==> src/rtl/disp_pkg.sv <==
// Shared constants and state type for the binary-to-BCD display controller.
package disp_pkg;
    localparam logic [1:0] ST_IDLE  = 2'd0;
    localparam logic [1:0] ST_SHIFT = 2'd1;
    localparam logic [1:0] ST_DONE  = 2'd2;
    localparam logic [9:0] BCD_MAX  = 10'd999;
    localparam int         BCD_W    = 4;

    typedef enum logic [1:0] {
        IDLE  = ST_IDLE,
        SHIFT = ST_SHIFT,
        DONE  = ST_DONE
    } state_t;
endpackage

==> src/rtl/bcd_add3.sv <==
// Double-dabble nibble correction: add 3 when the digit would overflow on the next shift.
module bcd_add3
    import disp_pkg::*;
(
    input  logic [BCD_W-1:0] nib,
    output logic [BCD_W-1:0] fixed
);
    assign fixed = (nib >= BCD_W'(5)) ? nib + BCD_W'(3) : nib;
endmodule

==> src/rtl/bin2bcd_ctrl.sv <==
// Iterative shift-and-add-3 binary to 3-digit BCD converter with start/busy/done handshake.
module bin2bcd_ctrl
    import disp_pkg::*;
#(
    parameter int W = 10
) (
    input  logic             clk,
    input  logic             reset,
    input  logic             start,
    input  logic [W-1:0]     value,
    output logic             busy,
    output logic             done,
    output logic             ovf,
    output logic [BCD_W-1:0] N1,
    output logic [BCD_W-1:0] N2,
    output logic [BCD_W-1:0] N3
);
    localparam int CW = $clog2(W + 1);

    state_t          state;
    logic [W-1:0]    sreg;
    logic [11:0]     scratch;
    logic [11:0]     fixed;
    logic [CW-1:0]   cnt;
    logic            over;

    // Only a full 10-bit input can exceed 999; narrower widths never clamp.
    assign over = (W >= 10) && (32'(value) > 32'(BCD_MAX));

    for (genvar g = 0; g < 3; g++) begin : g_add3
        bcd_add3 u_add3 (
            .nib  (scratch[g*BCD_W +: BCD_W]),
            .fixed(fixed[g*BCD_W +: BCD_W])
        );
    end

    always_ff @(posedge clk or posedge reset) begin
        if (reset) begin
            state   <= IDLE;
            sreg    <= '0;
            scratch <= '0;
            cnt     <= '0;
            busy    <= 1'b0;
            done    <= 1'b0;
            ovf     <= 1'b0;
            N1      <= '0;
            N2      <= '0;
            N3      <= '0;
        end else begin
            case (state)
                IDLE: begin
                    done <= 1'b0;
                    if (start) begin
                        busy    <= 1'b1;
                        scratch <= '0;
                        cnt     <= '0;
                        state   <= SHIFT;
                        if (over) begin
                            sreg <= W'(BCD_MAX);
                            ovf  <= 1'b1;
                        end else begin
                            sreg <= value;
                            ovf  <= 1'b0;
                        end
                    end
                end
                SHIFT: begin
                    scratch <= {fixed[10:0], sreg[W-1]};
                    sreg    <= {sreg[W-2:0], 1'b0};
                    cnt     <= cnt + CW'(1);
                    if (cnt == CW'(W - 1))
                        state <= DONE;
                end
                DONE: begin
                    // Digits update only here so the display never sees partial results.
                    N1    <= scratch[3:0];
                    N2    <= scratch[7:4];
                    N3    <= scratch[11:8];
                    done  <= 1'b1;
                    busy  <= 1'b0;
                    state <= IDLE;
                end
                default: state <= IDLE;
            endcase
        end
    end
endmodule

==> config.mk <==
export PLATFORM = sky130hd
export DESIGN_NAME = bin2bcd_ctrl
export DESIGN_NICKNAME = d
export VERILOG_FILES = /design/src/rtl/disp_pkg.sv /design/src/rtl/bcd_add3.sv /design/src/rtl/bin2bcd_ctrl.sv
export SDC_FILE = /design/constraint.sdc
export NUM_CORES = 1
export LEC_CHECK = 0
export ABC_AREA = 1
export BUFFER_PORTS_ARGS = -buffer_cell sky130_fd_sc_hd__buf_2
export CAP_MARGIN = 0
export CORE_MARGIN = 3
export CORE_UTILIZATION = 56
export DETAILED_ROUTE_END_ITERATION = 10
export PLACE_DENSITY = 0.78
export SYNTH_ARGS = -nofsm -noshare
export SYNTH_HDL_FRONTEND = slang
export SYNTH_SLANG_ARGS = --single-unit
export TNS_END_PERCENT = 100
==> constraint.sdc <==
create_clock -name clk -period 1.8 [get_ports clk]
set_clock_uncertainty 0.2 [all_clocks]
set_input_delay 0 -clock clk [delete_from_list [all_inputs] [get_ports clk]]
set_output_delay 0 -clock clk [all_outputs]
set_load 0.01 [all_outputs]
==> run metrics <==
Yosys warnings 0; Cell Chain, Critical Path nor2_2 -> nand3_1 -> dlygate4sd3_1 -> nand2_1 -> nand3b_1; Worst Hold Class input pin to asynchronous set/reset pin; vias per inst about 5.3; peak supply drop roughly 0.00080 V; initial antenna violation count 0; Final ANT Viol Nets 0; First DRT Iteration DRCs between 100 and 150; Num CTS Buffers 5; Worst-path clk slew around 130 ps; Leakage Power 1.309 nW; Antenna Diode Count 0; Sum Neg Setup Slack 0 ps; Max Cap Viol 0; switching share of power between 40% and 50%; # port buffers 27; most area-consuming cells after synthesis dfrtp_1 (53%), nand2_1 (15%), nand3_1 (6.1%); CP endpoint kind flip-flop; die extent in y roughly 66 um; f_max slightly below 600 MHz; CTS max path bufs 2; RSZ-0062 raised after global routing no; CTS tree done; Final HPWL DP 2767 um; Total Routing Usage GR a little over a fifth; family with the most delay on the worst path buffers and inverters; Filler Cell Count 268; H-tree depth 2; Reg2Reg Setup Slack slightly above 80 ps; mapped cell area between 2000 and 2500 um2; area occupied by registers around 1100 um2; Synth top area share between 50% and 60%; Reg power frac 44.0%; Worst Path Arrival around 1800 ps; total power between 3 and 4 mW; io pins 28; final wirelength approximately 4200 um; Placed Cells around 320; WP buf/inv 1; crit share post-route between 90% and 100%; FP Rows 21; Syn Nets around 270; Int Pwr 2.111 mW; Mapped Avg Cell Area between 8 and 9 um2; PwrDens about 1500 nW/um2; clk root buf clkbuf_4; critical path data required time approximately 1900 ps; post-CTS setup buffers 0; Worst Max-Slew Pin Slew between 500 and 600 ps; DR DRC count 0; switching power approximately 1.5 mW; first-pass GRT wire length between 7000 and 8000 um; final slew viol count 0; layout cells sized above 1 approximately 15%; Final Critical Period 1719 ps; number of library cell types mapped by synthesis 22; placed cell areas 2265 um2; vias roughly 1,800; Cells after Synth 246; vias in the first global route roughly 1,700; wire per inst approximately 12 um; Final setup viols 0; combinational share of power 43.2%; DR pass1 iterations 4; gr ovfl total 0; gpl congestion about 0.90; peak fanout along the critical path 5; footprint of the multi-input gates 834.6 um2; type of the worst setup path flip-flop to flip-flop; Horiz. Die Dim 66.46 um; max incr delay on CP about 570 ps; Initial Util 59.93%; die area ~4400 um2; Net count, final 314; leading area contributor after synthesis dfrtp_1; clock latency on the worst-skew pair approximately 350 ps; final std cells w/o fill 340; Core Footprint around 3400 um2; TritonCTS Sinks 43; design area between 2000 and 2500 um2; worst rel slew slack about two thirds; Area Growth Syn to Fin 20.23%; Seq cells post-synth 43; status complete, no violations; endpoints failing hold 0; CP Launch Type flip-flop; Clk network pwr share between 10% and 20%; pin count of the biggest net entering global routing 33; register area share after synthesis a little over half; Worst path slowest cell dlygate4sd3_1
[logic make-up after synthesis]
kind of cell	count (synthesis)	synth area share [%]
flops	43	52.57
simple gates	129	26.96
buf+inv	33	6.785
compound gates	33	8.802
fa+ha+maj	8	4.890
[cells in the final DEF (no fill, tap or decap)]
| cell type | instances |
|---|---|
| nand2_1 | 82 |
| nand3b_1 | 2 |
| dlygate4sd3_1 | 14 |
| buf_4 | 3 |
| a22oi_1 | 2 |
| nand4_1 | 7 |
| o21ai_0 | 20 |
| a31oi_1 | 1 |
| nand3_1 | 25 |
| inv_1 | 25 |
| ha_1 | 8 |
| clkinvlp_4 | 1 |
| a21oi_1 | 2 |
| o22ai_1 | 1 |
| o21ai_1 | 4 |
| nand3_2 | 1 |
| nand2_2 | 1 |
| clkbuf_1 | 1 |
| o21bai_1 | 2 |
| nor2_2 | 2 |
| o211ai_1 | 1 |
| buf_12 | 2 |
| clkbuf_4 | 5 |
| nor2_1 | 9 |
| inv_2 | 2 |
| dfrtp_1 | 43 |
| clkinv_2 | 1 |
| buf_2 | 27 |
[power by group through the flow]
| stage | logic, mW | registers [mW] | clock network, mW |
|---|---|---|---|
| 4_1_cts | 1.57 | 1.59 | 0.481 |
| 3_5_place_dp | 1.54 | 1.61 | 0 |
| 6_report | 1.57 | 1.60 | 0.467 |
| 3_3_place_gp | 1.49 | 1.60 | 0 |
| 2_1_floorplan | 1.11 | 1.61 | 0 |
| 5_1_grt | 1.84 | 1.65 | 0.524 |
[routing by layer]
metal / track usage [%] / up-vias / routed length [um]
li1: - / 896 / -
met1: 28.08 / 832 / 1898
met2: 34.82 / 53 / 1976
met3: 5.902 / 8 / 224
met4: 8.629 / 0 / 62
met5: 0 / - / 0
[sequential cells by signal, summed over array words and instances (netlist names)]
| register | cells |
|---|---|
| state | 2 |
| scratch | 12 |
| N3 | 4 |
| cnt | 4 |
| ovf | 1 |
| sreg | 10 |
| busy | 1 |
| N2 | 4 |
| N1 | 4 |
| done | 1 |
[Yosys cell counts]
| library cell | count |
|---|---|
| nand2_1 | 82 |
| dfrtp_1 | 43 |
| inv_1 | 25 |
| nand3_1 | 25 |
| o21ai_0 | 20 |
| nor2_1 | 10 |
| ha_1 | 8 |
| nand4_1 | 7 |
| o21ai_1 | 4 |
| buf_2 | 3 |
| buf_4 | 3 |
| a21oi_1 | 2 |
| a22oi_1 | 2 |
| inv_2 | 2 |
| nand3b_1 | 2 |
| o21bai_1 | 2 |
| a31oi_1 | 1 |
| nand2_2 | 1 |
| nand3_2 | 1 |
| nor2_2 | 1 |
| o211ai_1 | 1 |
| o22ai_1 | 1 |
[worst register-to-register path: stages (launching register included)]
cell and delay (ps):
dfrtp_1 460, nor2_2 180, nand3_1 80, dlygate4sd3_1 570
nand2_1 60, nand3b_1 110
[area by class of cell]
class	count	area share [%]
timing repair buffer	46	13.73
sequential	43	43.72
clock buffer	6	1.678
tap	46	2.339
inverter	27	4.118
multi-input combinational	170	33.91
clock inverter	2	0.5084
[path summary, 6_finish.rpt]
kind                                       from              endpoint  depth (start not counted)
setup / recovery           state[0]$_DFFE_PP0P_   sreg[2]$_DFFE_PP0P_                          5
hold / removal                            reset   sreg[7]$_DFFE_PP0P_                          3
hold reg to reg               N2[3]$_DFFE_PP0P_     N2[3]$_DFFE_PP0P_                          2
max in group asynchronous                 reset  state[1]$_DFFE_PP0P_                          4
setup reg to reg           state[0]$_DFFE_PP0P_   sreg[2]$_DFFE_PP0P_                          5
min in group clk                       value[0]   sreg[0]$_DFFE_PP0P_                          4
[what timing repair did]
item | in CTS | in global routing
endpoints found under the setup margin | 0 | 2
hold buffers | 14 | 0
hold endpoints to repair | 64 | 0
resized for setup | 0 | 1
[metrics by stage]
stage / hold WS, ps / utilization, % / worst slack (ps)
6_report: 4.398 / 72.05 / 80.88
5_1_grt: 30.81 / 72.05 / 9.859
4_1_cts: 1.520 / 71.98 / 39.75
3_5_place_dp: -145.5 / 66.30 / 304.9
3_3_place_gp: -156.2 / 66.30 / 345.6
2_1_floorplan: -80.13 / - / 456.9
(Power assumes the default switching activity.)
